`src/rtl/core_pkg.sv`:
```
// ============================================================================
// Module      : core_pkg
// Description : Shared latency constants and index types for the DP-stage
//               hazard scoreboard.
// Revision    : 1.0 - initial release
// ============================================================================
`default_nettype none

package core_pkg;

  localparam int LAT_W    = 3;
  localparam int LAT_ALU  = 0;
  localparam int LAT_LOAD = 1;
  localparam int LAT_FADD = 2;
  localparam int LAT_FMUL = 2;
  localparam int LAT_FDIV = 5;

  typedef logic [LAT_W-1:0] lat_t;
  typedef logic [4:0]       reg_idx_t;

endpackage : core_pkg

`default_nettype wire

```
`src/rtl/sb_file.sv`:
```
// ============================================================================
// Module      : sb_file
// Description : One register file's bank of in-flight countdown timers, with
//               load port, auto-decrement, indexed read ports and match-any.
// Revision    : 1.0 - initial release
// ============================================================================
`default_nettype none

module sb_file #(
  parameter int NREG     = 32,
  parameter int LAT_W    = 3,
  parameter int NRD      = 3,
  parameter bit TIE_ZERO = 1'b0
) (
  input  logic                          clk,
  input  logic                          rstn,
  input  logic                          load_en,
  input  core_pkg::reg_idx_t            load_idx,
  input  logic [LAT_W-1:0]              load_val,
  input  logic [NRD-1:0][4:0]           rd_idx,
  output logic [NRD-1:0][LAT_W-1:0]     rd_cnt,
  input  logic [LAT_W:0]                match_val,
  output logic                          match_any,
  output logic [NREG-1:0]               busy
);

  import core_pkg::*;

  logic [LAT_W-1:0] r_cnt [NREG];

  for (genvar g = 0; g < NREG; g++) begin : g_entry
    if (TIE_ZERO && g == 0) begin : g_tied
      assign r_cnt[g] = '0;
    end else begin : g_live
      // A load wins over the same-cycle decrement.
      always_ff @(posedge clk or negedge rstn) begin
        if (!rstn) begin
          r_cnt[g] <= '0;
        end else if (load_en && load_idx == reg_idx_t'(g)) begin
          r_cnt[g] <= load_val;
        end else if (r_cnt[g] != '0) begin
          r_cnt[g] <= r_cnt[g] - LAT_W'(1);
        end
      end
    end
    assign busy[g] = (r_cnt[g] != '0);
  end

  always_comb begin
    for (int j = 0; j < NRD; j++) begin
      rd_cnt[j] = r_cnt[rd_idx[j]];
    end
  end

  always_comb begin
    match_any = 1'b0;
    for (int i = 0; i < NREG; i++) begin
      if ({1'b0, r_cnt[i]} == match_val) match_any = 1'b1;
    end
  end

endmodule : sb_file

`default_nettype wire

```
`src/rtl/hazard_scoreboard.sv`:
```
// ============================================================================
// Module      : hazard_scoreboard
// Description : DP-stage issue-hazard unit: RAW, result-bus and WAW stalls
//               from per-register countdown timers (int and fp files).
//               Optional macro HAZARD_PERF_CNT_EN adds stall cycle counters.
// Revision    : 1.0 - initial release
// ============================================================================
`default_nettype none

module hazard_scoreboard #(
  parameter int LAT_W = 3,
  parameter int NREG  = 32
) (
  input  logic                 clk,
  input  logic                 rstn,
  input  core_pkg::reg_idx_t   rs1_dp,
  input  core_pkg::reg_idx_t   rs2_dp,
  input  core_pkg::reg_idx_t   rs3_dp,
  input  logic [2:0]           rs_fpu_dp,
  input  logic [2:0]           rs_use_dp,
  input  core_pkg::reg_idx_t   rd_dp,
  input  logic                 rd_fpu_dp,
  input  logic                 reg_write_dp,
  input  logic                 valid_dp,
  input  logic [LAT_W-1:0]     lat_dp,
  input  logic                 flush_dp,
  output logic                 stall_dp,
  output logic                 issue_dp,
`ifdef HAZARD_PERF_CNT_EN
  output logic [31:0]          stall_cycles,
  output logic [31:0]          stall_raw_cycles,
`endif
  output logic [NREG-1:0]      busy_int,
  output logic [NREG-1:0]      busy_fp
);

  import core_pkg::*;

  localparam int c_NRD = 4;  // rs1, rs2, rs3, rd

  logic [c_NRD-1:0][4:0]       w_rd_idx;
  logic [c_NRD-1:0][LAT_W-1:0] w_int_cnt;
  logic [c_NRD-1:0][LAT_W-1:0] w_fp_cnt;
  logic [LAT_W:0]              w_lat_p1;
  logic                        w_int_match;
  logic                        w_fp_match;
  logic                        w_load;
  logic [2:0]                  w_src_busy;
  logic [LAT_W-1:0]            w_dst_cnt;
  logic                        w_raw;
  logic                        w_bus;
  logic                        w_waw;

  assign w_rd_idx = {rd_dp, rs3_dp, rs2_dp, rs1_dp};
  assign w_lat_p1 = {1'b0, lat_dp} + (LAT_W+1)'(1);
  assign w_load   = issue_dp & reg_write_dp;

  sb_file #(.NREG(NREG), .LAT_W(LAT_W), .NRD(c_NRD), .TIE_ZERO(1'b1)) u_int (
    .clk       (clk),
    .rstn      (rstn),
    .load_en   (w_load & ~rd_fpu_dp),
    .load_idx  (rd_dp),
    .load_val  (lat_dp),
    .rd_idx    (w_rd_idx),
    .rd_cnt    (w_int_cnt),
    .match_val (w_lat_p1),
    .match_any (w_int_match),
    .busy      (busy_int)
  );

  sb_file #(.NREG(NREG), .LAT_W(LAT_W), .NRD(c_NRD), .TIE_ZERO(1'b0)) u_fp (
    .clk       (clk),
    .rstn      (rstn),
    .load_en   (w_load & rd_fpu_dp),
    .load_idx  (rd_dp),
    .load_val  (lat_dp),
    .rd_idx    (w_rd_idx),
    .rd_cnt    (w_fp_cnt),
    .match_val (w_lat_p1),
    .match_any (w_fp_match),
    .busy      (busy_fp)
  );

  // Source bit order in rs_fpu_dp/rs_use_dp is [2]=rs1, [1]=rs2, [0]=rs3.
  always_comb begin
    w_src_busy = '0;
    for (int i = 0; i < 3; i++) begin
      w_src_busy[2-i] = rs_use_dp[2-i] &
        ((rs_fpu_dp[2-i] ? w_fp_cnt[i] : w_int_cnt[i]) != '0);
    end
  end

  assign w_dst_cnt = rd_fpu_dp ? w_fp_cnt[3] : w_int_cnt[3];
  assign w_raw     = |w_src_busy;
  assign w_bus     = reg_write_dp & (w_int_match | w_fp_match);
  assign w_waw     = reg_write_dp & ({1'b0, w_dst_cnt} >= w_lat_p1);

  assign stall_dp = rstn & valid_dp & ~flush_dp & (w_raw | w_bus | w_waw);
  assign issue_dp = rstn & valid_dp & ~flush_dp & ~stall_dp;

`ifdef HAZARD_PERF_CNT_EN
  logic [31:0] r_stall_cycles;
  logic [31:0] r_stall_raw_cycles;

  always_ff @(posedge clk or negedge rstn) begin
    if (!rstn) begin
      r_stall_cycles     <= '0;
      r_stall_raw_cycles <= '0;
    end else begin
      if (stall_dp) r_stall_cycles <= r_stall_cycles + 32'd1;
      if (stall_dp & w_raw & ~w_bus & ~w_waw) r_stall_raw_cycles <= r_stall_raw_cycles + 32'd1;
    end
  end

  assign stall_cycles     = r_stall_cycles;
  assign stall_raw_cycles = r_stall_raw_cycles;
`endif

`ifndef SYNTHESIS
  a_lat_legal: assert property (@(posedge clk) disable iff (!rstn)
    (valid_dp && !flush_dp && reg_write_dp) |-> (lat_dp != '1));
`endif

endmodule : hazard_scoreboard

`default_nettype wire

```
`config.mk`:
```
export PLATFORM = sky130hd
export DESIGN_NAME = hazard_scoreboard
export DESIGN_NICKNAME = d
export VERILOG_FILES = /design/src/rtl/core_pkg.sv /design/src/rtl/sb_file.sv /design/src/rtl/hazard_scoreboard.sv
export SDC_FILE = /design/constraint.sdc
export NUM_CORES = 1
export LEC_CHECK = 0
export CAP_MARGIN = 20
export CORE_MARGIN = 1.5
export CORE_UTILIZATION = 57
export CTS_CLUSTER_SIZE = 8
export DETAILED_ROUTE_END_ITERATION = 12
export PLACE_DENSITY = 0.79
export SYNTH_ARGS = -nofsm -noshare
export SYNTH_HDL_FRONTEND = slang
export SYNTH_SLANG_ARGS = --single-unit
```
`constraint.sdc`:
```
create_clock -name clk -period 7.7 [get_ports clk]
set_clock_uncertainty 0.2 [all_clocks]
set_input_delay 1.54 -clock clk [delete_from_list [all_inputs] [get_ports clk]]
set_output_delay 1.54 -clock clk [all_outputs]
set_load 0.03 [all_outputs]
```
Yosys cells after proc, flatten, opt, wreduce, memory -nomap -nowiden. Index checks and enable logic that the tools add are counted.

Input port bits: 35. Register bits: 189. Output and inout bits: 66.

Bitwise logic cells: 22. $add $sub $neg: 64. Muxes and demuxes: 218. Equality and inequality tests: 94. Reductions and logical operators: 195. Magnitude comparators: 5.

Operator list (number): 3-bit 2-to-1 mux (146); 3-bit by 4-bit == test with 1-bit output (63); 3-bit nonzero test (66); 3-bit by 1-bit subtractor with 3-bit output, second input constant (63); 2-bit nonzero test (63); 3-bit binary-select mux with 5-bit select (8); 5-bit == test, second input constant (16); 1-bit 2-to-1 mux (64); 1-bit logical AND (63); 5-bit by 4-bit == test with 1-bit output, second input constant (8); 6-bit greater-or-equal comparator, second input constant (4); 5-bit NOT with 6-bit output (4); 5-bit by 3-bit == test with 1-bit output, second input constant (4); 1-bit bitwise AND (12); 5-bit by 2-bit == test with 1-bit output, second input constant (2); 5-bit by 1-bit == test with 1-bit output, second input constant (1); 5-bit logical NOT (1); 3-bit by 1-bit adder with 4-bit output, second input constant (1); 3-bit by 4-bit greater-or-equal comparator with 1-bit output (1); 4-bit logical NOT (1); 1-bit NOT (3); 1-bit bitwise OR (3); 3-bit OR reduction (1).

Depth between registers and ports, before layout.
Word-level depth: 45. Depth in mapped cells: 18. Gate-level depth less buffers: 16.

Modules after synthesis. A second synthesis with hierarchy kept.

Cells, all modules: 2014. Area total of the unflattened synthesis: 19970.4 sq um.

By module, submodules not included: sb_file at u_fp (seq. area each 2402.3 sq um, area an instance 9948.3 sq um, cells an instance 988, instances 1); sb_file at u_int (seq. area each 2327.2 sq um, area an instance 9759.4 sq um, cells an instance 994, instances 1); hazard_scoreboard (seq. area each 0.0 sq um, area an instance 262.8 sq um, cells an instance 32, instances 1).

Worst setup path after synthesis. No wires, ideal clock.

Kind: input port to output port. Start: in rd_dp[0]. End: out issue_dp. Path buffers: 3. Stages on the path: 15. Data arrival time: 6.753 ns. Setup slack: -0.793 ns. Cells stage by stage: clkbuf_1 -> buf_1 -> mux4_2 -> mux4_2 -> mux4_2 -> inv_1 -> ha_1 -> nand2b_1 -> a21o_1 -> a211oi_1 -> o2111ai_1 -> a2111oi_4 -> buf_6 -> nor3b_1 -> nor4_1.

Cells in the longest elaborated chain, start to end: 11. Elaborated cells on any way between the ends: 14.

Ends and longest elaborated chain: start: declaration (line hazard_scoreboard.sv:21) `input core_pkg::reg_idx_t rd_dp,`; 5-bit NOT with 6-bit output (not written as such) (*) (line sb_file.sv:51) `rd_cnt[j] = r_cnt[rd_idx[j]];`; 3-bit binary-select mux with 5-bit select (line sb_file.sv:51); 3-bit 2-to-1 mux (not written as such) (2 in a row) (line sb_file.sv:51); 3-bit 2-to-1 mux (*) (line hazard_scoreboard.sv:93) `assign w_dst_cnt = rd_fpu_dp ? w_fp_cnt[3] : w_int_cnt[3];`; 3-bit by 4-bit greater-or-equal comparator with 1-bit output (*) (line hazard_scoreboard.sv:96) `assign w_waw = reg_write_dp & ({1'b0, w_dst_cnt} >= w_lat_p1);`; 1-bit bitwise AND (*) (line hazard_scoreboard.sv:96); 1-bit bitwise OR (*) (line hazard_scoreboard.sv:98) `assign stall_dp = rstn & valid_dp & ~flush_dp & (w_raw | w_bus | w_waw);`; 1-bit bitwise AND (*) (line hazard_scoreboard.sv:98); 1-bit NOT (*) (line hazard_scoreboard.sv:99) `assign issue_dp = rstn & valid_dp & ~flush_dp & ~stall_dp;`; 1-bit bitwise AND (*) (line hazard_scoreboard.sv:99); end: declaration (line hazard_scoreboard.sv:28) `output logic issue_dp,`.

Every way passes the cells marked *; elsewhere a longest branch is shown, timed or not. The select of a mux whose other input is x is not followed.

Worst setup path in the final report.
Start: in rd_dp[1]. End: out stall_dp.

Cells in the longest elaborated chain, start to end: 9. Elaborated cells on any way between the ends: 12.

Ends and longest elaborated chain: 5-bit NOT with 6-bit output (not written as such) (*) (line sb_file.sv:51); 3-bit binary-select mux with 5-bit select (line sb_file.sv:51); 3-bit 2-to-1 mux (not written as such) (2 in a row) (line sb_file.sv:51); 3-bit 2-to-1 mux (*) (line hazard_scoreboard.sv:93); 3-bit by 4-bit greater-or-equal comparator with 1-bit output (*) (line hazard_scoreboard.sv:96); 1-bit bitwise AND (*) (line hazard_scoreboard.sv:96); 1-bit bitwise OR (*) (line hazard_scoreboard.sv:98); 1-bit bitwise AND (*) (line hazard_scoreboard.sv:98); end: declaration (line hazard_scoreboard.sv:27) `output logic stall_dp,`.

Marks and branches as above.

==> flow_summary.toml <==
[floorplan]
floorplan.initialDensity_pct = 58.1
std_cell_rows = 68
fp.dieArea_mm2 = 0.0365
io_pins = 101
die_width_um = 191
die-height_um = 191
fp.coreArea_mm2 = 0.0347

[setup_path]
critPathCaptureType = "primary output"
r2r_cells = 15
crit_required_ns = 5.96
crit_type = "in -> out"
worstPathMaxFanout = 28
worst-endpoint-arrival_ns = 5.71
worstSetupStartpointType = "primary input"

[timing]
report.final.hold_viol_count = 0
report.final.slew_viol_count = 0
totalNegativeSetupSlack_ns = 0
worst_pin_slew_ns = 1.34
finalWorstSetupSlack_ns = 0.248
achievable-frequency_mhz = 134
grt_setup_unrepaired = "false"
final_setup_violation_count = 0
final.min_clock_period_ns = 7.45
final.period_utilization_pct = 96.8
max_slew_margin_pct = 9.83

[logic_synthesis]
mappedNetlistArea_mm2 = 0.0202
synth_warnings = 0
synth_edf_count = 0
synth_sequential_area_ratio_pct = 23.4
ys_dominant_reg_cell = "sky130_fd_sc_hd__dfrtp_1"
async_set_reset_flop_share_out_of_synthesis_pct = 100
avg_inst_size_synth_um2 = 9.14
synth_cells = 2209
synth_seq_cells = 189
syn_nets = 2375
synth.lib_cells_used.distinct = 73

[routing]
route.vias.total = 19000
avgViaCountPerCell = 7.07
drc = 0
drtPass1Iterations = 8
drt_first_iter_violations = 2502
drtAntennaViolNets = 0
wl_per_cell_um = 31.0
wl_um = 83200

[hold_path]
hold_path_depth = 2
timing.hold.worst.class = "reg -> reg"

[placement]
buffer_ports.inserted = 99
gpl.final_weighted_congestion = 1.04
dp_hpwl_um = 61900
detailedPlace.worstSlack_ns = 0.0579

[clocking]
cts_htree_levels = 4
tritoncts_num_sinks = 189
cell_at_the_root_of_the_clock_tree = "sky130_fd_sc_hd__clkbuf_16"
post-cts-setup-buffer-count = 0
cts_buffers = 17
tritoncts_clock_tree = "yes"
clk_pin_slew_ns = 0.07
max-clock-path-buffers = 2
clock_latency_ns = 0.48

[power]
power.ir.vdd_worst_v = 0.000338
total_leakage_power_nw = 9.19
power.density_cell_area_mw_per_mm2 = 427

[global_route]
grt_first_pass_wirelength_um = 121000
grt_pass1_vias = 18200
grt_util_all_layers_pct = 46.0
grt_overflow_total = 0
grt_start_max_net_pins = 122
antenna_violations_before_repair = 9

[final_layout]
area_delta_synth_final_pct = 9.66
layout-drive-gt1-share_pct = 19.2
fill_cells = 2869
final_core_utilization_pct = 63.8
finalNetCount = 2374

[job]
cap_violations = 0

[run_status]
outcome = "finished clean"
## kinds of logic (layout without fill, tap and decap cells)
kind of cell / Yosys count / after routing / share of synthesized area [%]
mux: 340 / 340 / 22.8
fa+ha+maj: 131 / 131 / 8.12
simple gates: 705 / 705 / 17.2
xor+xnor: 191 / 191 / 8.36
other cells: 1 / 6 / 0.0186
buf+inv: 339 / 351 / 7.09
flops: 189 / 189 / 23.4
compound gates: 313 / 313 / 12.9
## power breakdown
group	switching [mW]	leakage, nW	total [mW]	internal (mW)
logic	2.77	6.68	5.41	2.64
clock network	0.436	0.294	0.946	0.510
registers	1.58	2.22	3.10	1.53
total	4.78	9.19	9.46	4.68
## path summary, 6_finish.rpt
check	slack (ns)	to	start
max in group asynchronous	5.20	u_fp.r_cnt[8]	rstn
hold reg to reg	0.52	u_int.r_cnt[12]	u_int.r_cnt[12]
setup reg to reg	1.96	u_fp.r_cnt[26]	u_fp.r_cnt[45]
min in group asynchronous	0.83	u_fp.r_cnt[13]	rstn
hold / removal	0.52	u_int.r_cnt[12]	u_int.r_cnt[12]
setup / recovery	0.25	stall_dp	rd_dp[1]
## metal layers
metal | global-route usage [%] | share of wire (%) | vias up
li1 | - | - | 7989
met1 | 56.7 | 37 | 9292
met2 | 70.1 | 44 | 1341
met3 | 14.9 | 12 | 337
met4 | 27.6 | 7.0 | 8
met5 | 0 | 0.065 | -
## sequential cells by signal, summed over array words and instances (netlist names)
name	cells
u_fp.r_cnt	96
u_int.r_cnt	93
## layout by cell type, fill, tap and decap left out, drive strengths merged, types with 28 or more instances in the layout
master,count
a211oi,28
a21oi,88
buf,78
clkdlybuf4s50,89
dfrtp,189
ha,131
inv,153
mux2,176
mux2i,85
mux4,79
nand2,129
nand2b,68
nand3,35
nor2,180
nor3,168
nor4,43
o2111ai,69
o21ai,32
xnor2,127
xor2,64
## Yosys cell counts (6+ instances only)
master                      instances  area [um^2]
sky130_fd_sc_hd__buf_6             10          113
sky130_fd_sc_hd__buf_2             34          170
sky130_fd_sc_hd__nand2_1          129          484
sky130_fd_sc_hd__ha_1             131         1640
sky130_fd_sc_hd__nor4b_1           10         87.6
sky130_fd_sc_hd__o2111ai_1         10         87.6
sky130_fd_sc_hd__a21oi_1           88          440
sky130_fd_sc_hd__dfrtp_1          189         4730
sky130_fd_sc_hd__nor3_1           168          841
sky130_fd_sc_hd__nor4_1            43          269
sky130_fd_sc_hd__nand3_1           35          175
sky130_fd_sc_hd__mux2_1            16          180
sky130_fd_sc_hd__o21ai_0           32          160
sky130_fd_sc_hd__nor2_1           180          676
sky130_fd_sc_hd__or3_1              8         50.1
sky130_fd_sc_hd__inv_1            147          552
sky130_fd_sc_hd__clkbuf_1         111          417
sky130_fd_sc_hd__a311oi_1          14          123
sky130_fd_sc_hd__buf_1             27          101
sky130_fd_sc_hd__xor2_1            62          543
sky130_fd_sc_hd__o211ai_1           8         60.1
sky130_fd_sc_hd__nor3b_1           24          180
sky130_fd_sc_hd__a2111oi_0         12          105
sky130_fd_sc_hd__xnor2_1          127         1110
sky130_fd_sc_hd__a211oi_1          28          210
sky130_fd_sc_hd__mux4_2            79         1780
sky130_fd_sc_hd__and3_1             8         50.1
sky130_fd_sc_hd__mux2_2           160         1800
sky130_fd_sc_hd__mux2i_1           85          851
sky130_fd_sc_hd__nand4_1            6         37.5
sky130_fd_sc_hd__a31oi_1           11         68.8
sky130_fd_sc_hd__o2111ai_2         59          886
sky130_fd_sc_hd__nand3b_1          11         82.6
sky130_fd_sc_hd__nand2b_1          68          425
## worst max-delay path, stage by stage
cell                        delay (ns)
sky130_fd_sc_hd__clkbuf_4         0.39
sky130_fd_sc_hd__buf_4            0.42
sky130_fd_sc_hd__mux4_2           0.56
sky130_fd_sc_hd__mux4_2           0.47
sky130_fd_sc_hd__mux4_2           0.46
sky130_fd_sc_hd__ha_1             0.28
sky130_fd_sc_hd__a21o_1           0.16
sky130_fd_sc_hd__a211oi_1         0.24
sky130_fd_sc_hd__o2111ai_1        0.19
sky130_fd_sc_hd__a2111oi_4        0.31
sky130_fd_sc_hd__buf_12           0.15
sky130_fd_sc_hd__nor3b_1          0.07
sky130_fd_sc_hd__o31a_1           0.28
sky130_fd_sc_hd__buf_4            0.17
## what timing repair did
action	in CTS	in global routing
hold buffers	0	0
setup endpoints to repair	0	2
gates resized for setup	0	1
## final cells by class
cell class,instances,area (um^2),share of cell area (%)
repair buffers,169,1560,7.07
inverters,150,563,2.54
clock inverters,10,128,0.577
flip-flops and latches,189,4730,21.4
multi-input cells,1681,14100,63.7
well taps,455,569,2.57
clock buffers,22,474,2.14
diodes,5,12.5,0.0565
## metrics by stage
step           area [um^2]  hold WS (ns)  total power [mW]  std cells
2_1_floorplan        20200         0.415              6.30       2209
6_report             22100         0.524              9.46       2681
4_1_cts              22100         0.519              9.27       2675
5_1_grt              22100         0.547              9.93       2676
3_3_place_gp         21500         0.496              8.02       2643
3_5_place_dp         21500         0.508              8.30       2643
Note: power is estimated with default switching activity, not from simulation.
